<file path="src/rtl/hazard_scheduler.sv">
// Hazard controller for the 5-stage RV32I core: ID-stage forwarding selects, load-use stalls,
// bubble insertion and branch flushes, driven from shadow copies of the EX and MEM slots.
module hazard_scheduler (
  input  logic       clk,
  input  logic       rst_n,
  input  logic [4:0] rs1_id,
  input  logic [4:0] rs2_id,
  input  logic [4:0] rd_id,
  input  logic       rs1use_id,
  input  logic       rs2use_id,
  input  logic [1:0] optype_id,
  input  logic       branch_id,
  input  logic       stall_ext,
  output logic [1:0] forward_ctrl_A,
  output logic [1:0] forward_ctrl_B,
  output logic       forward_ctrl_ls,
  output logic       PC_EN_IF,
  output logic       reg_FD_EN,
  output logic       reg_FD_flush,
  output logic       reg_DE_EN,
  output logic       reg_DE_flush,
  output logic       reg_EM_EN,
  output logic       reg_MW_EN
);

  localparam logic [1:0] OptNone  = 2'b00;
  localparam logic [1:0] OptAlu   = 2'b01;
  localparam logic [1:0] OptLoad  = 2'b10;
  localparam logic [1:0] OptStore = 2'b11;

  localparam logic [1:0] FwdRegfile = 2'b00;
  localparam logic [1:0] FwdExAlu   = 2'b01;
  localparam logic [1:0] FwdMemAlu  = 2'b10;
  localparam logic [1:0] FwdMemLoad = 2'b11;

  logic [1:0] ex_opt_q, ex_opt_d, mem_opt_q, mem_opt_d;
  logic [4:0] ex_rd_q, ex_rd_d, mem_rd_q, mem_rd_d;
  logic       ex_ls_q, ex_ls_d, mem_ls_q, mem_ls_d;

  function automatic logic writes_reg(input logic [1:0] opt, input logic [4:0] rd,
                                      input logic [4:0] r);
    return ((opt == OptAlu) || (opt == OptLoad)) && (rd == r) && (r != 5'd0);
  endfunction

  function automatic logic [1:0] fwd_sel(input logic used, input logic [4:0] r,
                                         input logic [1:0] ex_opt, input logic [4:0] ex_rd,
                                         input logic [1:0] mem_opt, input logic [4:0] mem_rd);
    logic [1:0] sel;
    sel = FwdRegfile;
    if (used) begin
      if (ex_opt == OptAlu && writes_reg(ex_opt, ex_rd, r)) begin
        sel = FwdExAlu;
      end else if (mem_opt == OptAlu && writes_reg(mem_opt, mem_rd, r)) begin
        sel = FwdMemAlu;
      end else if (mem_opt == OptLoad && writes_reg(mem_opt, mem_rd, r)) begin
        sel = FwdMemLoad;
      end
    end
    return sel;
  endfunction

  logic is_store, rs2_used, ex_load, ex_wr_rs1, ex_wr_rs2;
  logic ld_stall, ls_set;

  always_comb begin
    is_store  = (optype_id == OptStore);
    rs2_used  = rs2use_id | is_store;
    ex_load   = (ex_opt_q == OptLoad);
    ex_wr_rs1 = writes_reg(ex_opt_q, ex_rd_q, rs1_id);
    ex_wr_rs2 = writes_reg(ex_opt_q, ex_rd_q, rs2_id);
    // Store data coming from a load is forwarded later in MEM, so it never stalls.
    ld_stall  = ex_load & ((rs1use_id & ex_wr_rs1) | (rs2use_id & ~is_store & ex_wr_rs2));
    ls_set    = is_store & ex_load & ex_wr_rs2;
  end

  always_comb begin
    ex_opt_d  = ex_opt_q;
    ex_rd_d   = ex_rd_q;
    ex_ls_d   = ex_ls_q;
    mem_opt_d = mem_opt_q;
    mem_rd_d  = mem_rd_q;
    mem_ls_d  = mem_ls_q;
    if (!stall_ext) begin
      mem_opt_d = ex_opt_q;
      mem_rd_d  = ex_rd_q;
      mem_ls_d  = ex_ls_q;
      if (ld_stall) begin
        ex_opt_d = OptNone;
        ex_rd_d  = 5'd0;
        ex_ls_d  = 1'b0;
      end else begin
        ex_opt_d = optype_id;
        ex_rd_d  = rd_id;
        ex_ls_d  = ls_set;
      end
    end
  end

  always_ff @(posedge clk or negedge rst_n) begin
    if (!rst_n) begin
      ex_opt_q  <= OptNone;
      ex_rd_q   <= 5'd0;
      ex_ls_q   <= 1'b0;
      mem_opt_q <= OptNone;
      mem_rd_q  <= 5'd0;
      mem_ls_q  <= 1'b0;
    end else begin
      ex_opt_q  <= ex_opt_d;
      ex_rd_q   <= ex_rd_d;
      ex_ls_q   <= ex_ls_d;
      mem_opt_q <= mem_opt_d;
      mem_rd_q  <= mem_rd_d;
      mem_ls_q  <= mem_ls_d;
    end
  end

  logic freeze, stall_act;

  // Reset forces the idle control pattern regardless of stall_ext/branch_id.
  always_comb begin
    freeze          = stall_ext & rst_n;
    stall_act       = ld_stall & rst_n & ~stall_ext;
    forward_ctrl_A  = fwd_sel(rs1use_id, rs1_id, ex_opt_q, ex_rd_q, mem_opt_q, mem_rd_q);
    forward_ctrl_B  = fwd_sel(rs2_used, rs2_id, ex_opt_q, ex_rd_q, mem_opt_q, mem_rd_q);
    forward_ctrl_ls = mem_ls_q;
    PC_EN_IF        = ~freeze & ~stall_act;
    reg_FD_EN       = ~freeze & ~stall_act;
    reg_FD_flush    = branch_id & rst_n & ~stall_ext & ~ld_stall;
    reg_DE_EN       = ~freeze;
    reg_DE_flush    = stall_act;
    reg_EM_EN       = ~freeze;
    reg_MW_EN       = ~freeze;
  end

endmodule

</file>
<file path="config.mk">
export PLATFORM = sky130hd
export DESIGN_NAME = hazard_scheduler
export DESIGN_NICKNAME = d
export VERILOG_FILES = /design/src/rtl/hazard_scheduler.sv
export SDC_FILE = /design/constraint.sdc
export NUM_CORES = 1
export LEC_CHECK = 0
export CORE_MARGIN = 1.5
export CORE_UTILIZATION = 40
export DETAILED_ROUTE_END_ITERATION = 16
export DONT_BUFFER_PORTS = 1
export PLACE_DENSITY = 0.66
export REMOVE_ABC_BUFFERS = 1
export SLEW_MARGIN = 20
export SYNTH_ARGS = -nofsm -noshare
export SYNTH_HDL_FRONTEND = slang
export SYNTH_SLANG_ARGS = --single-unit
</file>
<file path="constraint.sdc">
create_clock -name clk -period 2.4 [get_ports clk]
set_clock_uncertainty 0.1 [all_clocks]
set_input_delay 0.6 -clock clk [delete_from_list [all_inputs] [get_ports clk]]
set_output_delay 0.6 -clock clk [all_outputs]
set_load 0.02 [all_outputs]
</file>
==> flow_summary.toml <==
[synth]
synth.avg_cell_area_um2 = 9.441
ys_top_cells_by_area = "dfrtp_1 (35%), xor2_1 (9.2%), mux2_2 (5.9%)"
ys_warn_count = 0
synth-simple-area-share = 0.2388
synth_top_family_by_area = "simple AND/OR/NAND/NOR gates"
synth_fa_ha_area_frac = 0.04381
synth.distinct_cells = 31
yosysSeqAreaShare = 0.3505
synthXorXnorAreaFrac = 0.1599
synth_top_area_share = 0.3505
yosys.area.top_type = "dfrtp_1"
synthMuxAreaShare = 0.05915
synth_seq_cells = 16
synthCells = 121
synth_area_um2 = 1142
synth_compound_area_frac = 0.09529

[die]
core_area_um2 = 2734
pin_count = 35
start_util = 0.4178
die_h_um = 56.44
die-area_um2 = 3185
chipWidth_um = 56.44
fp-row-count = 19

[place]
placedCellCount = 165
io_buffer_count = 0
place_congestion = 0.8585
hpwl_mm = 2.066

[routing]
routed_via_density = 5.358
wire_per_inst_um = 16.40
vias = 959
first_pass_iters = 4
wl_mm = 2.935
remaining_drc_errors = 0
antenna_left = 0
drt_iter0_drc = 9

[power]
p_leak_nw = 0.6717
ir_worst_vdd_mv = 0.3158
powerDensity_nw_per_um2 = 476.4

[grt]
grtUsageTotal = 0.1957
grt_max_degree = 31
grt_pass1_wl_mm = 4.988
gr-total-overflow = 0
grt_antenna_before_repair = 0
first_global_vias = 1077

[clock_tree]
clk_pin_slew_ps = 100
clock_latency_ps = 280
root_buffer = "clkbuf_4"
clk_path_buf_depth = 2
cts_made_buffers = 3
htreeDepth = 1
cts.sinks = 16
cts_tree = "done"

[sta]
timing.final.ws_setup_ps = -337.3
finalCritPeriodShare = 1.141
rsz0062_at_grt = "yes"
setup_viol = 8
fmax_mhz = 365.3
relSlewSlack = 0.4889
worstMarginPinSlew_ps = 764.2
whs_ps = 303.8
finalSetupTns_ps = -1854
slew_violations = 0
finalHoldViolCount = 0
post-route-min-period_ps = 2737

[final_layout]
final_cells = 179
drive_gt1_frac = 0.4459
nets = 176
n_fill_cell = 231
diodes = 0
synthToLayoutAreaGrowth_pct = 37.13

[setup_path]
start_kind = "flop"
critPathArrivalTime_ps = 2040
rr_endpoint = "ex_rd_q[0]$_DFFE_PN0N_"
criticalPathCategory = "flop to output port"
reg2reg_from = "ex_rd_q[4]$_DFFE_PN0N_"
end_kind = "output port"
r2r_setup_slack_ps = 340
ff2ff_path_depth = 7
crit_required_ps = 1700
path_max_fanout = 4

[job]
maxCapViolations = 0

[min_path]
holdPathStages = 1
hold_start = "stall_ext"
whs_endpoint = "mem_opt_q[0]$_DFFE_PN0N_"
hp-class = "primary input to flop"

[status]
violations = "negative setup slack"
outcome = "finished with violations"
## report_power, final
part / internal [mW] / total [mW] / switching [mW]
Combinational: 0.130 / 0.249 / 0.120
Clock: 0.0922 / 0.179 / 0.0868
Sequential: 0.296 / 0.318 / 0.0225
Total: 0.517 / 0.746 / 0.229
## cell usage after synthesis
cell	number
or4_4	1
and3b_1	1
nor3b_1	1
nor4_1	5
or4_1	1
or3_1	1
buf_4	3
nor2_1	7
mux2_2	6
dfrtp_1	16
clkbuf_1	2
a21oi_1	1
nand3_1	2
o21ai_0	12
ha_1	4
nand4_1	2
nand4b_2	1
inv_1	5
a21boi_4	1
nand2_1	15
and3_1	1
nor4bb_2	1
xnor2_2	1
xor2_1	12
o21ai_2	1
buf_6	1
nand2b_1	7
a21o_1	1
xnor2_1	7
or4b_4	1
o32ai_1	1
## logic make-up (layout without fill, tap and decap cells)
family          count (synthesis)  count (layout)
simple gates                   47              47
xor+xnor                       20              20
compound gates                 17              17
flops                          16              16
buf+inv                        11              38
mux                             6               6
fa+ha+maj                       4               4
## cell type report
type	instances	area, µm²	share of cell area
Multi-Input combinational cell	94	840.8	0.5367
Timing Repair Buffer	29	231.5	0.1478
Sequential cell	16	400.4	0.2556
Clock buffer	4	36.28	0.02316
Inverter	5	18.77	0.01198
Tap cell	31	38.79	0.02476
## per-stage QoR
step                area [µm²]    util  worst slack (ps)  power (mW)
floorplan                 1101       -            -725.0      0.4359
global placement          1282  0.4691            -270.4      0.4850
detailed placement        1282  0.4691            -314.5      0.4935
CTS                       1530  0.5597            -330.9      0.7384
global route              1567  0.5730            -416.1      0.7937
finish                    1567  0.5730            -337.3      0.7463
## worst max-delay path: stages (launching register included)
cell and delay [ps]:
dfrtp_1 410, xnor2_1 170, nand4_1 180, or4b_4 530, a21boi_4 190, and3b_2 270
## worst max path at each step
stage,end,cells after the start,slack (ps),from
after floorplan,PC_EN_IF,5,-720,rs1_id[1]
after global placement,reg_FD_flush,6,-270,rs1_id[1]
after detailed placement,reg_DE_flush,5,-310,rs2_id[4]
after CTS,reg_DE_flush,5,-330,ex_rd_q[4]$_DFFE_PN0N_
after global routing,reg_DE_flush,5,-420,ex_rd_q[4]$_DFFE_PN0N_
final,reg_DE_flush,5,-340,ex_rd_q[4]$_DFFE_PN0N_
## per-layer routing
metal	share of wire	up-vias	GRT usage
li1	-	466	-
met1	0.43	462	0.2453
met2	0.52	25	0.3488
met3	0.033	6	0.02074
met4	0.017	0	0.06122
met5	0	-	0
## registers in the layout (all words and copies together), names as in the netlist
name,flops
ex_opt_q,2
forward_ctrl_ls,1
mem_opt_q,2
ex_rd_q,5
ex_ls_q,1
mem_rd_q,5
## timing repair
| item | 4_1_cts | 5_1_grt |
|---|---|---|
| buffers inserted | 9 | 1 |
| resized for setup | 26 | 8 |
| hold buffers | 1 | 0 |
| setup endpoints to repair | 8 | 8 |
| endpoints found under the hold margin | 16 | 0 |
| pin swaps | 14 | 15 |
## cell usage in the layout (no fill, tap or decap), types with 3 or more instances in the layout
| cell | count |
|---|---|
| buf_4 | 25 |
| mux2_2 | 6 |
| xor2_1 | 12 |
| nand2b_1 | 7 |
| nor4_4 | 3 |
| nand2_1 | 15 |
| clkbuf_4 | 3 |
| xnor2_1 | 7 |
| o21ai_0 | 10 |
| dfrtp_1 | 16 |
| buf_6 | 3 |
| inv_1 | 3 |
| nor2_4 | 3 |
(Power assumes the default switching activity.)
